`src/rtl/shift_add_mul_seq_pkg.sv`:
```
`default_nettype none
// ============================================================================
//  Module  : shift_add_mul_seq_pkg
//  Purpose : Shared widths, FSM state encoding and bit-scan helpers for the
//            sequential shift-and-add multiplier.
//  Ports   : none (package)
//  Revision: 1.0  initial release
// ============================================================================
package shift_add_mul_seq_pkg;

  localparam int DATA_W  = 16;
  localparam int SHIFT_W = 4;

  typedef enum logic [1:0] {
    IDLE = 2'd0,
    RUN  = 2'd1,
    FIN  = 2'd2
  } state_t;

  // True when any bit of v strictly above position idx is set.
  // Used to detect that no further multiplier bits remain.
  function automatic logic bits_above(input logic [DATA_W-1:0]  v,
                                      input logic [SHIFT_W-1:0] idx);
    logic r;
    r = 1'b0;
    for (int i = 0; i < DATA_W; i++) begin
      if ((i > int'(idx)) && v[i]) r = 1'b1;
    end
    return r;
  endfunction

  // True when shifting v left by idx pushes a set bit out of the top,
  // i.e. any bit in v[DATA_W-1 : DATA_W-idx] is set (never for idx = 0).
  function automatic logic bits_lost(input logic [DATA_W-1:0]  v,
                                     input logic [SHIFT_W-1:0] idx);
    logic r;
    r = 1'b0;
    for (int i = 0; i < DATA_W; i++) begin
      if (((i + int'(idx)) >= DATA_W) && v[i]) r = 1'b1;
    end
    return r;
  endfunction

endpackage : shift_add_mul_seq_pkg
`default_nettype wire

```
`src/rtl/shift_add_mul_seq_shl.sv`:
```
`default_nettype none
// ============================================================================
//  Module  : MuxShiftLeftSimple
//  Purpose : Combinational 16-bit logical left shift (zero fill).
//  Ports   : A  - data in (16)
//            OP - shift amount (4)
//            R  - A shifted left by OP (16)
//  Revision: 1.0  initial release
// ============================================================================
module MuxShiftLeftSimple
  import shift_add_mul_seq_pkg::*;
(
  input  logic [DATA_W-1:0]  A,
  input  logic [SHIFT_W-1:0] OP,
  output logic [DATA_W-1:0]  R
);

  assign R = A << OP;

endmodule : MuxShiftLeftSimple
`default_nettype wire

```
`src/rtl/shift_add_mul_seq.sv`:
```
`default_nettype none
// ============================================================================
//  Module  : shift_add_mul_seq
//  Purpose : Sequential 16x16 unsigned shift-and-add multiplier returning the
//            low 16 bits of the product plus an overflow flag.
//  Ports   : clk   - clock, rising edge
//            rst   - asynchronous active-high reset
//            start - operation request, honoured only in IDLE
//            a, b  - multiplicand / multiplier (16, unsigned)
//            busy  - high while iterating (RUN)
//            done  - one-cycle pulse when p/ovf are updated
//            p     - low 16 bits of a*b, held until next completion
//            ovf   - product did not fit in 16 bits, held with p
//  Params  : EARLY_EXIT - 1: stop once no multiplier bits remain above idx
//                         0: always iterate over all 16 bits
//  Revision: 1.0  initial release
// ============================================================================
module shift_add_mul_seq
  import shift_add_mul_seq_pkg::*;
#(
  parameter bit EARLY_EXIT = 1'b1
) (
  input  logic              clk,
  input  logic              rst,
  input  logic              start,
  input  logic [DATA_W-1:0] a,
  input  logic [DATA_W-1:0] b,
  output logic              busy,
  output logic              done,
  output logic [DATA_W-1:0] p,
  output logic              ovf
);

  state_t               state, state_nxt;
  logic [DATA_W-1:0]    ar, ar_nxt;
  logic [DATA_W-1:0]    br, br_nxt;
  logic [DATA_W:0]      acc, acc_nxt;
  logic [SHIFT_W-1:0]   idx, idx_nxt;
  logic                 flag, flag_nxt;
  logic [DATA_W-1:0]    p_nxt;
  logic                 ovf_nxt;
  logic                 done_nxt;

  logic [DATA_W-1:0]    shifted;
  logic [DATA_W:0]      sum;

  MuxShiftLeftSimple u_shl (
    .A  (ar),
    .OP (idx),
    .R  (shifted)
  );

  // Only the low 16 bits of the accumulator participate; bit 16 of the sum
  // is the carry that marks overflow.
  assign sum  = {1'b0, acc[DATA_W-1:0]} + {1'b0, shifted};
  assign busy = (state == RUN);

  always_comb begin
    state_nxt = state;
    ar_nxt    = ar;
    br_nxt    = br;
    acc_nxt   = acc;
    idx_nxt   = idx;
    flag_nxt  = flag;
    p_nxt     = p;
    ovf_nxt   = ovf;
    done_nxt  = 1'b0;

    case (state)
      IDLE: begin
        if (start) begin
          ar_nxt    = a;
          br_nxt    = b;
          acc_nxt   = '0;
          idx_nxt   = '0;
          flag_nxt  = 1'b0;
          state_nxt = RUN;
        end
      end

      RUN: begin
        if (br[idx]) begin
          acc_nxt = sum;
          if (sum[DATA_W] || bits_lost(ar, idx)) flag_nxt = 1'b1;
        end
        // The exit cycle still performs its add above; idx is left in place
        // so it never wraps.
        if ((idx == SHIFT_W'(DATA_W - 1)) ||
            (EARLY_EXIT && !bits_above(br, idx))) begin
          state_nxt = FIN;
        end else begin
          idx_nxt = idx + SHIFT_W'(1);
        end
      end

      FIN: begin
        p_nxt     = acc[DATA_W-1:0];
        ovf_nxt   = flag;
        done_nxt  = 1'b1;
        state_nxt = IDLE;
      end

      default: state_nxt = IDLE;
    endcase
  end

  always_ff @(posedge clk or posedge rst) begin
    if (rst) begin
      state <= IDLE;
      ar    <= '0;
      br    <= '0;
      acc   <= '0;
      idx   <= '0;
      flag  <= 1'b0;
      p     <= '0;
      ovf   <= 1'b0;
      done  <= 1'b0;
    end else begin
      state <= state_nxt;
      ar    <= ar_nxt;
      br    <= br_nxt;
      acc   <= acc_nxt;
      idx   <= idx_nxt;
      flag  <= flag_nxt;
      p     <= p_nxt;
      ovf   <= ovf_nxt;
      done  <= done_nxt;
    end
  end

endmodule : shift_add_mul_seq
`default_nettype wire

```
`config.mk`:
```
export PLATFORM = sky130hd
export DESIGN_NAME = shift_add_mul_seq
export DESIGN_NICKNAME = d
export VERILOG_FILES = /design/src/rtl/shift_add_mul_seq_pkg.sv /design/src/rtl/shift_add_mul_seq_shl.sv /design/src/rtl/shift_add_mul_seq.sv
export SDC_FILE = /design/constraint.sdc
export NUM_CORES = 1
export LEC_CHECK = 0
export BUFFER_PORTS_ARGS = -buffer_cell sky130_fd_sc_hd__buf_4
export CORE_AREA = 5 5 108 110
export CTS_CLUSTER_DIAMETER = 150
export CTS_CLUSTER_SIZE = 8
export DETAILED_ROUTE_END_ITERATION = 16
export DIE_AREA = 0 0 113 115
export GPL_ROUTABILITY_DRIVEN = 1
export SLEW_MARGIN = 30
export SYNTH_ARGS = -nofsm -noshare
export SYNTH_HDL_FRONTEND = slang
export SYNTH_SLANG_ARGS = --single-unit
```
`constraint.sdc`:
```
create_clock -name clk -period 4.3 [get_ports clk]
set_input_delay 0.645 -clock clk [delete_from_list [all_inputs] [get_ports clk]]
set_output_delay 0.645 -clock clk [all_outputs]
set_load 0.01 [all_outputs]
```
Word-level counts from Yosys, hierarchy flattened

Index checks and enable logic that the tools add are counted.

Add/subtract/negate cells: 17
Equality and inequality tests: 8
Shift-type cells: 1
Reduce and logical (&&, ||, !) cells: 41
Order comparisons: 32
Muxes and demuxes: 50

Operators by type and width:

| kind                | number |
|---|---|
| $ge 5x5->1 const B  | 15 |
| $add 4x4->5 const A | 8 |
| $mux 1              | 39 |
| $gt 4x4->1 const A  | 8 |
| $mux 16             | 2 |
| $pmux 16 s2         | 1 |
| $logic_and 1x1->1   | 31 |
| $add 3x4->5 const A | 4 |
| $add 16x16->17      | 1 |
| $gt 3x4->1 const A  | 4 |
| $shl 16x4->16       | 1 |
| $add 2x4->5 const A | 2 |
| $gt 2x4->1 const A  | 2 |
| $mux 4              | 2 |
| $pmux 4 s2          | 1 |
| $ne 2x1->1 const B  | 3 |
| $reduce_and 3->1    | 2 |
| $add 1x4->5 const A | 1 |
| $ge 4x5->1 const B  | 1 |
| $lt 4x5->1 const B  | 1 |
| $add 4x1->4 const B | 1 |
| $bmux 1 s4          | 1 |
| $eq 4x4->1 const B  | 1 |
| $gt 1x4->1 const A  | 1 |
| 12 further kinds    | 16 |

Output and inout port bits: 19
Input port bits: 35
Register bits after elaboration: 73
Logic and storage cells: 158

Logic depth before layout (Yosys ltp)

Depth after elaboration: 24
Mapped depth: 15
Mapped depth without buffers: 13

By module

A second synthesis with hierarchy kept.

Cells, all modules: 512
Area, all modules: 4,820.9 sq um

Modules (own cells, without submodules):

| module             | sequential area each (sq um) | times used | area each (sq um) | cells each |
|---|---|---|---|---|
| shift_add_mul_seq  | 1,826.8                      | 1          | 4,061.4           | 433 |
| MuxShiftLeftSimple | 0.0                          | 1          | 759.5             | 79 |

Worst setup path after synthesis

Ideal clock, no wire load.

Kind: flip-flop to flip-flop
From: register idx[3]
To: register acc[14]
Data required time: 4.174 ns
Data arrival time: 3.039 ns
Library setup time: 0.126 ns
Stages on the path, launching flop included: 13
Slack: 1.135 ns
Path buffers: 3
Cell sequence: dfrtp_1 clkbuf_1 clkbuf_1 clkbuf_1 nor4_1 ha_1 fa_1 a211oi_2 o21ai_2 a2111oi_2 o41ai_1 xnor2_1 mux2i_1

Longest elaborated chain between the ends: 4

RTL lines:

| item                                                   | line                                                 | RTL |
|---|---|---|
| from (decl)                                            | shift_add_mul_seq.sv:38                              | `logic [SHIFT_W-1:0] idx, idx_nxt;` |
| from (signal assigned)                                 | shift_add_mul_seq.sv:123                             | `idx <= idx_nxt;` |
| $shl 16x4->16 / $bmux 1 s4 (equally long branches)     | shift_add_mul_seq_shl.sv:18, shift_add_mul_seq.sv:82 |  |
| $add 16x16->17 / $mux 1 (equally long branches)        | shift_add_mul_seq.sv:55, shift_add_mul_seq.sv:82     |  |
| $mux 16 / $ne 2x1->1 (equally long branches)           | --                                                   |  |
| $pmux 16 s2 / $reduce_and 3->1 (equally long branches) | --                                                   |  |
| to (signal assigned)                                   | shift_add_mul_seq.sv:122                             | `acc <= acc_nxt;` |
| to (decl)                                              | shift_add_mul_seq.sv:37                              | `logic [DATA_W:0] acc, acc_nxt;` |

Several ways; a longest one is shown, not always the timed one. The select of a mux whose other input is x is not followed.
A chain may end at the register's enable or synchronous reset.

Worst setup path in the final report

From: register idx[0]
To: register flag

Longest elaborated chain between the ends: 23

RTL lines:

| item                                                   | line                        | RTL |
|---|---|---|
| $add 1x4->5 / $ge 4x5->1 (equally long branches)       | shift_add_mul_seq_pkg.sv:39 | `if (((i + int'(idx)) >= DATA_W) && v[i]) r = 1'b1;` |
| $ge 5x5->1 / $logic_and 1x1->1 (equally long branches) | shift_add_mul_seq_pkg.sv:39 |  |
| $logic_and 1x1->1 / $mux 1 (equally long branches)     | shift_add_mul_seq_pkg.sv:39 |  |
| $mux 1 (15 in series)                                  | shift_add_mul_seq_pkg.sv:39 |  |
| $mux 1                                                 | shift_add_mul_seq.sv:82     | `if (br[idx]) begin` |
| $mux 1                                                 | shift_add_mul_seq.sv:69     | `case (state)` |
| $logic_or 1x1->1                                       | shift_add_mul_seq.sv:84     | `if (sum[DATA_W] \|\| bits_lost(ar, idx)) flag_nxt = 1'b1;` |
| $ne 2x1->1 (no source line)                            | --                          |  |
| $reduce_and 4->1 (no source line) (*)                  | --                          |  |
| to (signal assigned)                                   | shift_add_mul_seq.sv:124    | `flag <= flag_nxt;` |
| to (decl)                                              | shift_add_mul_seq.sv:39     | `logic flag, flag_nxt;` |

Mark *: on every way between the ends. The rest lies on a longest branch, timed or not. The select of a mux whose other input is x is not followed.

==> impl_metrics.json <==
{
  "status": "finished, final reports clean",
  "cts_tree": "done",
  "drt-pass1-iter-count": 4,
  "insertion_delay_ns": 0.35,
  "cp_slowest_cell": "dfrtp_1",
  "portBuffers": 53,
  "clk_path_buf_depth": 2,
  "dp_hpwl_um": 8000,
  "die_area_mm2": 0.0130,
  "maxSlewHeadroom_pct": 46.2,
  "cts_buffers": 9,
  "syn_nets": 568,
  "start_util_pct": 43.4,
  "rrSetupSlack_ns": 0.59,
  "cts_resized": 0,
  "rows": 38,
  "drv_slew": 0,
  "powerDensity_mw_per_mm2": 894,
  "ys_async_sr_fraction_pct": 100,
  "drc": 0,
  "coreArea_mm2": 0.0106,
  "critPathLaunchType": "flip-flop",
  "grt_pass1_vias": 3725,
  "ys_ff_latch": 73,
  "cp_slowest_stage_delay_ns": 0.78,
  "io_pins": 54,
  "ant_nets": 0,
  "final_cell_mix": "144 x nand2_1, 73 x dfrtp_1, 61 x buf_4",
  "ys.flop_type": "dfrtp_1",
  "rsz0062_at_grt": "false",
  "worstHoldPathType": "input port to async pin",
  "drv_cap": 0,
  "syn_area_per_cell_um2": 8.99,
  "die_height_um": 115,
  "hold_viol_final": 0,
  "crit_chain": "buf_4 > mux2i_1 > mux2i_1 > nand2_1 > o21ai_0 > and2_1 > ha_1 > o211ai_1 > a21oi_1 > a2111oi_2 > nor3_2 > or4b_1 > a31oi_1",
  "syn_inst": 512,
  "area_growth_pct": 14.4,
  "period_needed_ns": 3.71,
  "cts-htree-levels": 3,
  "post-route-period-util_pct": 86.3,
  "cpMostUsedCell": "mux2i_1",
  "crit_family": "simple AND/OR/NAND/NOR gates",
  "required_ns": 4.58,
  "p_leak_nw": 2.58,
  "finalSetupTns_ns": 0,
  "root_buffer": "clkbuf_8",
  "netlist_area_mm2": 0.00460,
  "cp.arrival_ns": 3.99,
  "antennaDiodeCount": 0,
  "peakVddDrop_mv": 0.263,
  "fin_cells": 701,
  "grt_max_degree": 54,
  "grt_overflow": 0,
  "wl_um": 10900,
  "dieWidth_um": 113,
  "end_kind": "flip-flop",
  "critPathBufInv": 1,
  "dp_cells": 685,
  "nets": 612,
  "clk_pin_slew_ns": 0.07,
  "grt_usage_pct": 17.6,
  "grt_pass1_wl_um": 18500,
  "drt_iter0_markers": 234,
  "drive_above_1_share_pct": 20.9,
  "setup_viol": 0,
  "cp_max_fo": 17,
  "yosys_warnings": 0,
  "cts-hold-fix-buffers": 0,
  "final_common_cell": "nand2_1",
  "dr_total_vias": 3773,
  "ys_types": 62,
  "clock-sinks": 73,
  "ys_seq_area_share_pct": 39.7,
  "wl_per_cell_um": 15.6,
  "routed_via_density": 5.38,
  "post-cts-setup-buffer-count": 0,
  "fmax_ghz": 0.269,
  "worstSetupPathType": "flip-flop to flip-flop",
  "gp_congestion": 0.889,
  "worst_pin_slew_ns": 0.800,
  "fin_skew_ns": 0.00797,
  "synth_edf_count": 0,
  "antenna_found_initial": 0
}
==> worst paths after layout <==
path / from / end / depth (start not counted)
worst max-delay path: idx[0]$_DFFE_PP0P_ / flag$_DFFE_PP0P_ / 13
worst min-delay path: rst / p[1]$_DFFE_PP0P_ / 2
worst max register to register: idx[0]$_DFFE_PP0P_ / flag$_DFFE_PP0P_ / 13
worst min register to register: br[0]$_DFFE_PP0P_ / br[0]$_DFFE_PP0P_ / 2
max in group asynchronous: rst / p[2]$_DFFE_PP0P_ / 3
min in group clk: b[4] / br[4]$_DFFE_PP0P_ / 3
==> stage by stage <==
step | hold slack, ns | power [W] | utilization [%] | area (um^2) | worst slack (ns)
after global routing | 0.469 | 0.00516 | 49.7 | 5270 | 0.237
after detailed placement | 0.471 | 0.00426 | 48.2 | 5110 | 0.637
after global placement | 0.465 | 0.00419 | 48.2 | 5110 | 0.753
final | 0.388 | 0.00471 | 49.7 | 5270 | 0.589
after CTS | 0.422 | 0.00473 | 49.7 | 5270 | 0.626
after floorplan | 0.438 | 0.00355 | - | 4600 | 1.13
==> report_power, final <==
part	switching, W	internal [W]	total [W]
clock network	0.000253	0.000206	0.000459
registers	0.000328	0.000987	0.00131
logic	0.00164	0.00129	0.00294
==> area by class of cell <==
| type | count | area (um^2) |
|---|---|---|
| multi-input combinational | 401 | 2610 |
| timing repair buffer | 61 | 458 |
| sequential | 73 | 1830 |
| tap | 140 | 175 |
| clock inverter | 4 | 20.0 |
| inverter | 10 | 37.5 |
| clock buffer | 12 | 135 |
| fill | 1003 | 5340 |
==> registers in the layout (all words and copies together), names as in the netlist <==
register,count
ovf,1
idx,4
br,16
ar,16
p,16
flag,1
state,2
done,1
acc,16
==> kinds of logic after synthesis <==
kind of cell | count (synthesis) | share of synthesized area (%)
multiplexers | 49 | 13.0
adder cells (fa/ha/maj) | 21 | 5.87
AO/OA/AOI/OAI | 123 | 17.8
buffers and inverters | 38 | 3.67
flip-flops | 73 | 39.7
AND/OR/NAND/NOR | 198 | 18.1
XOR/XNOR | 10 | 1.90
==> worst register-to-register path: cells and delay by family (launching register included) <==
kind | cells | cell delay (ns)
compound gates | 5 | 0.75
fa+ha+maj | 1 | 0.34
buf+inv | 1 | 0.34
flops | 1 | 0.78
mux | 2 | 0.41
simple gates | 4 | 1.01
==> Yosys cell counts (3+ instances only) <==
| cell type | n | area, um^2 |
|---|---|---|
| nor4_1 | 4 | 25.0 |
| o21ai_0 | 19 | 95.1 |
| a21oi_1 | 35 | 175 |
| mux2i_1 | 22 | 220 |
| xnor2_1 | 7 | 61.3 |
| buf_2 | 3 | 15.0 |
| nor2_1 | 19 | 71.3 |
| o21ai_1 | 11 | 55.1 |
| mux2_2 | 20 | 225 |
| a21o_1 | 5 | 37.5 |
| ha_1 | 20 | 250 |
| o22ai_1 | 6 | 37.5 |
| clkbuf_1 | 18 | 67.6 |
| and3_1 | 3 | 18.8 |
| nor2b_1 | 4 | 25.0 |
| nor3_1 | 5 | 25.0 |
| nand2b_1 | 3 | 18.8 |
| and2_1 | 5 | 31.3 |
| inv_1 | 8 | 30.0 |
| a31oi_1 | 4 | 25.0 |
| or3_1 | 3 | 18.8 |
| xor2_1 | 3 | 26.3 |
| buf_1 | 3 | 11.3 |
| mux4_2 | 5 | 113 |
| dfrtp_1 | 73 | 1830 |
| o211ai_1 | 6 | 45.0 |
| nand2_1 | 144 | 541 |
| a211oi_1 | 7 | 52.6 |
| a211o_1 | 3 | 26.3 |
| or2_2 | 3 | 18.8 |
==> routing by layer <==
metal | vias up | GRT usage (%) | part of all wire (%)
met5 | - | 0 | 0
met4 | 0 | 5.93 | 1.3
met3 | 11 | 2.68 | 3.8
met2 | 74 | 28.3 | 46
met1 | 1783 | 24.5 | 48
li1 | 1905 | - | -
(Power assumes the default switching activity.)
